`config.mk`:
```
export PLATFORM = sky130hd
export DESIGN_NAME = gcd_engine_flat
export DESIGN_NICKNAME = d
export VERILOG_FILES = /design/src/rtl/gcd_if.sv /design/src/rtl/gcd_engine.sv /design/src/flat_wrapper.sv
export SDC_FILE = /design/constraint.sdc
export NUM_CORES = 1
export LEC_CHECK = 0
export ABC_CLOCK_PERIOD_IN_PS = 4100
export CELL_PAD_IN_SITES_DETAIL_PLACEMENT = 1
export CELL_PAD_IN_SITES_GLOBAL_PLACEMENT = 1
export CORE_UTILIZATION = 44
export DETAILED_ROUTE_END_ITERATION = 8
export GPL_ROUTABILITY_DRIVEN = 0
export PLACE_DENSITY_LB_ADDON = 0.08
export SYNTH_ARGS = -nofsm -noshare
export SYNTH_HDL_FRONTEND = slang
export SYNTH_SLANG_ARGS = --single-unit
```
`constraint.sdc`:
```
create_clock -name clk -period 4.1 [get_ports clk]
set_input_delay 0.615 -clock clk [delete_from_list [all_inputs] [get_ports clk]]
set_output_delay 0.615 -clock clk [all_outputs]
set_load 0.01 [all_outputs]
```
`src/rtl/gcd_if.sv`:
```
// Request/result bundle between a requester and the GCD engine.
// Request: go with x/y/mode is taken only while the engine is idle; the result is held under d_valid until d_ack.
interface gcd_if #(
    parameter int WIDTH = 16,
    parameter int CNT_W = 8
);
    logic             go;
    logic [WIDTH-1:0] x;
    logic [WIDTH-1:0] y;
    logic             mode;
    logic             busy;
    logic [WIDTH-1:0] d;
    logic             d_valid;
    logic             d_ack;
    logic             zero;
    logic [CNT_W-1:0] iter;
    logic [2:0]       state;

    modport master (
        output go, x, y, mode, d_ack,
        input  busy, d, d_valid, zero, iter, state
    );

    modport slave (
        input  go, x, y, mode, d_ack,
        output busy, d, d_valid, zero, iter, state
    );
endinterface

```
`src/rtl/gcd_engine.sv`:
```
// Iterative GCD unit: subtractive Euclid or binary Stein, selected per request.
// Reports a saturating iteration count and flags the all-zero case.
module gcd_engine #(
    parameter int WIDTH = 16,
    parameter int CNT_W = 8
) (
    input  logic clk,
    input  logic reset,
    gcd_if.slave bus
);
    localparam int K_W = $clog2(WIDTH + 1);
    localparam logic [CNT_W-1:0] CNT_MAX = '1;

    typedef enum logic [2:0] {
        IDLE  = 3'd0,
        CHECK = 3'd1,
        SUB   = 3'd2,
        BIN   = 3'd3,
        DONE  = 3'd4
    } state_t;

    state_t           state_q;
    logic [WIDTH-1:0] x_q;
    logic [WIDTH-1:0] y_q;
    logic             m_q;
    logic [K_W-1:0]   k_q;
    logic [CNT_W-1:0] cnt_q;
    logic             busy_q;
    logic [WIDTH-1:0] d_q;
    logic             d_valid_q;
    logic             zero_q;
    logic [CNT_W-1:0] iter_q;
    logic [CNT_W-1:0] cnt_next;

    assign cnt_next = (cnt_q == CNT_MAX) ? cnt_q : cnt_q + 1'b1;

    assign bus.busy    = busy_q;
    assign bus.d       = d_q;
    assign bus.d_valid = d_valid_q;
    assign bus.zero    = zero_q;
    assign bus.iter    = iter_q;
    assign bus.state   = state_q;

    always_ff @(posedge clk or posedge reset) begin
        if (reset) begin
            state_q   <= IDLE;
            x_q       <= '0;
            y_q       <= '0;
            m_q       <= 1'b0;
            k_q       <= '0;
            cnt_q     <= '0;
            busy_q    <= 1'b0;
            d_q       <= '0;
            d_valid_q <= 1'b0;
            zero_q    <= 1'b0;
            iter_q    <= '0;
        end else begin
            case (state_q)
                IDLE: begin
                    if (bus.go) begin
                        x_q     <= bus.x;
                        y_q     <= bus.y;
                        m_q     <= bus.mode;
                        k_q     <= '0;
                        cnt_q   <= '0;
                        busy_q  <= 1'b1;
                        state_q <= CHECK;
                    end
                end
                CHECK: begin
                    // A zero operand short-circuits: gcd(0,v) = v without iterating.
                    if (x_q == '0 || y_q == '0) begin
                        d_q       <= x_q | y_q;
                        zero_q    <= (x_q == '0) && (y_q == '0);
                        iter_q    <= cnt_q;
                        d_valid_q <= 1'b1;
                        state_q   <= DONE;
                    end else begin
                        state_q <= m_q ? BIN : SUB;
                    end
                end
                SUB: begin
                    if (x_q == y_q) begin
                        d_q       <= x_q;
                        iter_q    <= cnt_q;
                        d_valid_q <= 1'b1;
                        state_q   <= DONE;
                    end else if (x_q > y_q) begin
                        x_q   <= x_q - y_q;
                        cnt_q <= cnt_next;
                    end else begin
                        y_q   <= y_q - x_q;
                        cnt_q <= cnt_next;
                    end
                end
                BIN: begin
                    // K counts shared factors of two removed; restore them on exit.
                    if (x_q == y_q) begin
                        d_q       <= x_q << k_q;
                        iter_q    <= cnt_q;
                        d_valid_q <= 1'b1;
                        state_q   <= DONE;
                    end else begin
                        cnt_q <= cnt_next;
                        if (!x_q[0] && !y_q[0]) begin
                            x_q <= x_q >> 1;
                            y_q <= y_q >> 1;
                            k_q <= k_q + 1'b1;
                        end else if (!x_q[0]) begin
                            x_q <= x_q >> 1;
                        end else if (!y_q[0]) begin
                            y_q <= y_q >> 1;
                        end else if (x_q > y_q) begin
                            x_q <= (x_q - y_q) >> 1;
                        end else begin
                            y_q <= (y_q - x_q) >> 1;
                        end
                    end
                end
                DONE: begin
                    if (bus.d_ack) begin
                        d_valid_q <= 1'b0;
                        zero_q    <= 1'b0;
                        busy_q    <= 1'b0;
                        state_q   <= IDLE;
                    end
                end
                default: state_q <= IDLE;
            endcase
        end
    end
endmodule

```
`src/flat_wrapper.sv`:
```
// flat-port wrapper written by rule: the top's interface ports become plain ports
module gcd_engine_flat 
#(
    parameter int WIDTH = 16,
    parameter int CNT_W = 8
)
  (clk, reset, bus_go, bus_x, bus_y, bus_mode, bus_d_ack, bus_busy, bus_d, bus_d_valid, bus_zero, bus_iter, bus_state);
  gcd_if #(.WIDTH(WIDTH), .CNT_W(CNT_W)) bus_i ();
  input  logic clk;
  input  logic reset;
  input wire logic [$bits(bus_i.go)-1:0] bus_go;
  input wire logic [$bits(bus_i.x)-1:0] bus_x;
  input wire logic [$bits(bus_i.y)-1:0] bus_y;
  input wire logic [$bits(bus_i.mode)-1:0] bus_mode;
  input wire logic [$bits(bus_i.d_ack)-1:0] bus_d_ack;
  output wire logic [$bits(bus_i.busy)-1:0] bus_busy;
  output wire logic [$bits(bus_i.d)-1:0] bus_d;
  output wire logic [$bits(bus_i.d_valid)-1:0] bus_d_valid;
  output wire logic [$bits(bus_i.zero)-1:0] bus_zero;
  output wire logic [$bits(bus_i.iter)-1:0] bus_iter;
  output wire logic [$bits(bus_i.state)-1:0] bus_state;
  assign bus_i.go = bus_go;
  assign bus_i.x = bus_x;
  assign bus_i.y = bus_y;
  assign bus_i.mode = bus_mode;
  assign bus_i.d_ack = bus_d_ack;
  assign bus_busy = bus_i.busy;
  assign bus_d = bus_i.d;
  assign bus_d_valid = bus_i.d_valid;
  assign bus_zero = bus_i.zero;
  assign bus_iter = bus_i.iter;
  assign bus_state = bus_i.state;
  gcd_engine #(.WIDTH(WIDTH), .CNT_W(CNT_W)) u_core (.clk(clk), .reset(reset), .bus(bus_i));
endmodule
```
**After elaboration in Yosys (flattened, before gate mapping)**

Index checks and enable logic that the tools add are counted.

- Bits in latches: 0
- Output and inout bits: 30
- Input bits: 37
- RAM bits: 0
- Memories: 0
- Word-level logic and storage cells: 120
- ROM bits: 0
- Register bits after elaboration: 76

- Reductions and logical operators: 30
- Equal/unequal tests: 23
- Bitwise logic cells: 1
- Multipliers: 0
- Shift operators: 1
- Muxes and demuxes: 47
- Divide/modulo/power cells: 0
- $add $sub $neg: 4
- Magnitude comparators: 1

Operators with widths:

| operator | number |
|---|---|
| $mux W16 | 19 |
| $pmux W16 S3 | 3 |
| $mux W8 | 5 |
| $logic_not A16 Y1 | 2 |
| $pmux W8 S2 | 2 |
| $sub A16 B16 Y16 | 2 |
| $eq A16 B16 Y1 | 1 |
| $gt A16 B16 Y1 | 1 |
| $or A16 B16 Y16 | 1 |
| $reduce_and A4 Y1 | 4 |
| $shl A16 B5 Y16 | 1 |
| $mux W5 | 3 |
| $ne A2 B2 Y1 const B | 7 |
| $reduce_and A7 Y1 | 2 |
| $mux W3 | 4 |
| $ne A2 B1 Y1 const B | 6 |
| $ne A4 B4 Y1 const B | 3 |
| $pmux W3 S4 | 1 |
| $reduce_and A3 Y1 | 4 |
| $pmux W5 S2 | 1 |
| $reduce_bool A2 Y1 | 5 |
| $reduce_bool A3 Y1 | 3 |
| $add A8 B1 Y8 const B | 1 |
| $eq A8 B8 Y1 const B | 1 |
| other kinds (16) | 25 |

**Longest topological paths before layout**

Gate-level depths: netlist of run 1.

- Depth after elaboration: 7
- Mapped depth: 15
- Depth with buffers taken out: 12

**Worst setup path after synthesis of run 1**

No wires, ideal clock.

- Path kind: register -> register
- Start point: register u_core.x_q[0]
- End point: register u_core.x_q[12]
- Period minus slack after synthesis: 3.105 ns
- Slack: 0.995 ns
- Cell stages (with the launch flop): 16
- Library setup time: 0.125 ns
- Arrival: 2.980 ns
- Buffers on the path: 3
- Data required time: 3.975 ns
- Cells stage by stage: dfrtp_1 clkbuf_1 inv_1 ha_1 inv_1 fa_1 nor2b_2 o221ai_1 a21oi_2 o21ai_2 nand2_2 a211oi_1 or4_1 buf_6 buf_12 mux2_4

- Longest elaborated chain between the ends: 7

Ends and longest elaborated chain:

| element | line | source |
|---|---|---|
| start: declaration | gcd_engine.sv:23 | `logic [WIDTH-1:0] x_q;` |
| start signal: assignment | gcd_engine.sv:61 | `x_q <= bus.x;` |
| start signal: assignment | gcd_engine.sv:89 | `x_q <= x_q - y_q;` |
| start signal: assignment | gcd_engine.sv:106 | `x_q <= x_q >> 1;` |
| $sub A16 B16 Y16 | gcd_engine.sv:89, gcd_engine.sv:114 |  |
| $mux W16 | gcd_engine.sv:113 | `end else if (x_q > y_q) begin` |
| $mux W16 | gcd_engine.sv:111 | `end else if (!y_q[0]) begin` |
| $mux W16 | gcd_engine.sv:109 | `end else if (!x_q[0]) begin` |
| $mux W16 | gcd_engine.sv:105 | `if (!x_q[0] && !y_q[0]) begin` |
| $mux W16 | gcd_engine.sv:98 | `if (x_q == y_q) begin` |
| $pmux W16 S3 | gcd_engine.sv:58 | `case (state_q)` |

Parallel ways exist; a longest one is shown, timed or not. The select of a mux whose other input is x is not followed.
A chain may end at the register's enable or synchronous reset.

**Final worst setup path of run 1**

- Start point: register u_core.x_q[0]
- End point: register u_core.x_q[13]

The elaborated chain is that of the path after synthesis.

==> metrics, run 1 <==
status=finished clean; final WL=between 20000 and 25000 um; CTS tree=built; Pre-antenna DRT Iters=5; CTS resizes=0; FP Rows=44; worst r2r dst=u_core.x_q[13]; Gate Count Post-Synth=between 800 and 900; WP data required=roughly 4.3 ns; CTS H-tree lvls=3; area of the mapped netlist=around 6600 um^2; fin area=about 7700 um^2; Layout area overhead=16.6%; vias in the first global route=roughly 6800; CP Capture Point=u_core.x_q[13]; # setup viols final=0; layout cells sized above 1=roughly 9%; Worst Path Max Fanout=12; max-slew violation count=0; Post-CTS Setup Bufs=0; NumNets Final=~940; # diodes=0; Worst Tran Pin Value=1.14 ns; Post-synth EDFFs=0; CP Launch Type=flop; clk slew on worst S/H paths=~0.07 ns; largest net degree at the start of global routing=62; IO Port Bufs=66; Final Hold Fails=0; Routed Antenna Nets=0; Syn Nets=around 890; RSZ-0062 raised after global routing=no; routed length per instance=about 23 um; DR iter-0 viols=~590; Via density=around 6.3; synth unique cells=76; clk_lat worst skew=roughly 0.36 ns; Ports=67; async set or reset register ratio after synthesis=100%; synth warn=0; max cap viols=0; Main synth FF type=dfrtp_1; relative slew slack=~24%; fin crit period=~3.7 ns; period utilization=about nine tenths; total number of vias=~6600; total clock sinks=76; post-synthesis register bit count=76; Initial Util=around 45%; CP Capture Type=flop; Worst R2R Start=u_core.x_q[0]; Min Hold Slack=between 0.4 and 0.5 ns; CTS Hold Bufs=0; Fmax=between 200 and 300 MHz; Num CTS Buffers=9; Mapped Avg Cell Area=8.20 um^2; maximum buffer depth of the clock tree=2; Worst EP arrival=a little under 4 ns; hpwl dp=about 18000 um; GRT overflow=0; placed inst area=roughly 7400 um^2; die area=~15000 um^2; R2R setup slack=about 0.41 ns; Core ar.=around 15000 um^2; Fillers=~1800; Die H=around 120 um; drt drc=0; Layout Utilization=between 50% and 60%; first-pass GRT wire length=approximately 38000 um; Worst Setup SP=u_core.x_q[0]; Worst Path Class, Setup=reg -> reg; setup TNS=0 ns; clock skew=0.0140 ns; Hold Path Class=reg -> reg; all-layer global routing usage=between 30 and 40%; width of the die=between 100 and 150 um; initial antenna violation count=0; CTS root buf=clkbuf_16; R2R cell count=13; sequential-to-total area share from yosys stat=between 20% and 30%
-- metal layers --
layer  up-vias  share of wire (%)  track usage [%]
met4         0                3.2             12.8
met3        63                5.2             3.35
met2       235                 48             52.2
met5         -                  0                0
met1      3280                 44             41.0
li1       3000                  -                -
-- state kept, by name, indices dropped and copies added (netlist names) --
signal,count
u_core.bus.busy,1
u_core.bus.d,16
u_core.bus.d_valid,1
u_core.bus.iter,8
u_core.bus.state,3
u_core.bus.zero,1
u_core.cnt_q,8
u_core.k_q,5
u_core.m_q,1
u_core.x_q,16
u_core.y_q,16
-- synthesized netlist by cell type, types with 4 or more instances --
master / instances / area share [%]
o221ai_1: 9 / 1.2
nand2_1: 70 / 4.0
nor3b_1: 5 / 0.57
mux2i_1: 25 / 3.8
nor3_1: 11 / 0.83
xnor2_1: 28 / 3.7
o22ai_1: 13 / 1.2
clkbuf_1: 32 / 1.8
buf_1: 6 / 0.34
buf_2: 7 / 0.53
nor2_1: 78 / 4.4
inv_1: 55 / 3.1
o21ai_0: 68 / 5.2
buf_6: 5 / 0.85
a21oi_1: 54 / 4.1
or2_2: 4 / 0.38
o21bai_1: 4 / 0.46
nor4_1: 10 / 0.95
a221oi_1: 28 / 3.7
nor2b_1: 6 / 0.57
dfrtp_1: 76 / 29
mux2_2: 16 / 2.7
nand4_1: 8 / 0.76
a211oi_1: 9 / 1.0
a2bb2oi_1: 5 / 0.66
o211ai_1: 7 / 0.80
xor2_1: 7 / 0.93
ha_1: 49 / 9.3
nand2b_1: 8 / 0.76
a31oi_1: 14 / 1.3
nand3_1: 16 / 1.2
-- layout make-up --
type | count | area [um^2] | area share, %
timing repair buffer | 86 | 811 | 10.5
inverter | 57 | 215 | 2.80
tap | 184 | 230 | 2.99
clock buffer | 9 | 225 | 2.93
clock inverter | 7 | 75.1 | 0.977
sequential | 76 | 1900 | 24.7
multi-input combinational | 619 | 4230 | 55.0
-- how the worst min path moves through the flow --
| stage | from | end | slack [ns] | cells after the start |
|---|---|---|---|---|
| 2_1_floorplan | u_core.m_q | u_core.m_q | 0.50 | 2 |
| 3_3_place_gp | u_core.bus.d_valid | u_core.bus.d_valid | 0.46 | 2 |
| 3_5_place_dp | u_core.bus.iter[6] | u_core.bus.iter[6] | 0.47 | 2 |
| 4_1_cts | u_core.bus.d[2] | u_core.bus.d[2] | 0.48 | 2 |
| 5_1_grt | u_core.bus.d[11] | u_core.bus.d[11] | 0.50 | 2 |
| 6_report | u_core.bus.d[3] | u_core.bus.d[3] | 0.47 | 2 |
-- through the flow --
step	cells	setup slack, ns
2_1_floorplan	804	0.995
3_3_place_gp	1022	0.635
3_5_place_dp	1022	0.538
4_1_cts	1038	0.481
5_1_grt	1038	0.287
6_report	1038	0.408
-- cell families (layout without fill, tap and decap cells) --
kind of cell | count (synthesis) | in the layout | share of synthesized area, %
xor gates and xnor gates | 35 | 35 | 4.65
adders and majority gates | 51 | 51 | 9.90
muxes | 43 | 43 | 6.98
and+or+nand+nor | 237 | 237 | 16.9
buffers and inverters | 109 | 159 | 7.17
DFF | 76 | 76 | 28.8
AOI/OAI and AO/OA | 253 | 253 | 25.6
-- layout by cell type (no fill, tap or decap), types with 4 or more instances in the layout --
cell type,netlist,routed
nand2_1,70,70
o211ai_1,7,7
nand4_1,8,8
nand2b_1,8,7
a211oi_1,9,9
nor3_1,11,11
o22ai_1,13,13
nor3b_1,5,5
a221oi_1,28,28
inv_1,55,54
clkbuf_16,0,9
ha_1,49,49
o21ai_0,68,68
buf_4,0,20
mux2_2,16,16
nor2b_1,6,5
nand3_1,16,16
dfrtp_1,76,76
nor2_1,78,78
a21oi_1,54,53
xor2_1,7,7
or2_2,4,4
o21bai_1,4,4
a2bb2oi_1,5,5
nor4_1,10,10
mux2i_1,25,25
a31oi_1,14,14
clkdlybuf4s50_1,0,66
o221ai_1,9,9
xnor2_1,28,28
-- worst max-delay path, stage by stage, from the launching register on --
cell and delay, ns:
dfrtp_1 0.38, inv_1 0.15, ha_1 0.24, inv_1 0.10, fa_1 0.48, nor2b_2 0.19, o221ai_1 0.32, a21oi_2 0.13
o21ai_2 0.22, nand2_2 0.13, a211oi_1 0.26, or4_1 0.29, buf_4 0.30, mux2_2 0.36
Power of run 1 is left out: the tool's default activity adds up to more than one toggle a clock period on the data nets, which glitch-free logic cannot reach.
==> run 2: changes to the inputs <==
CTS_CLUSTER_SIZE = 8   (was not set)
==> results of run 2 <==
Same layout as run 1: the final DEF is identical, and so are final timing and power.
Power of run 2 is left out for the same reason.
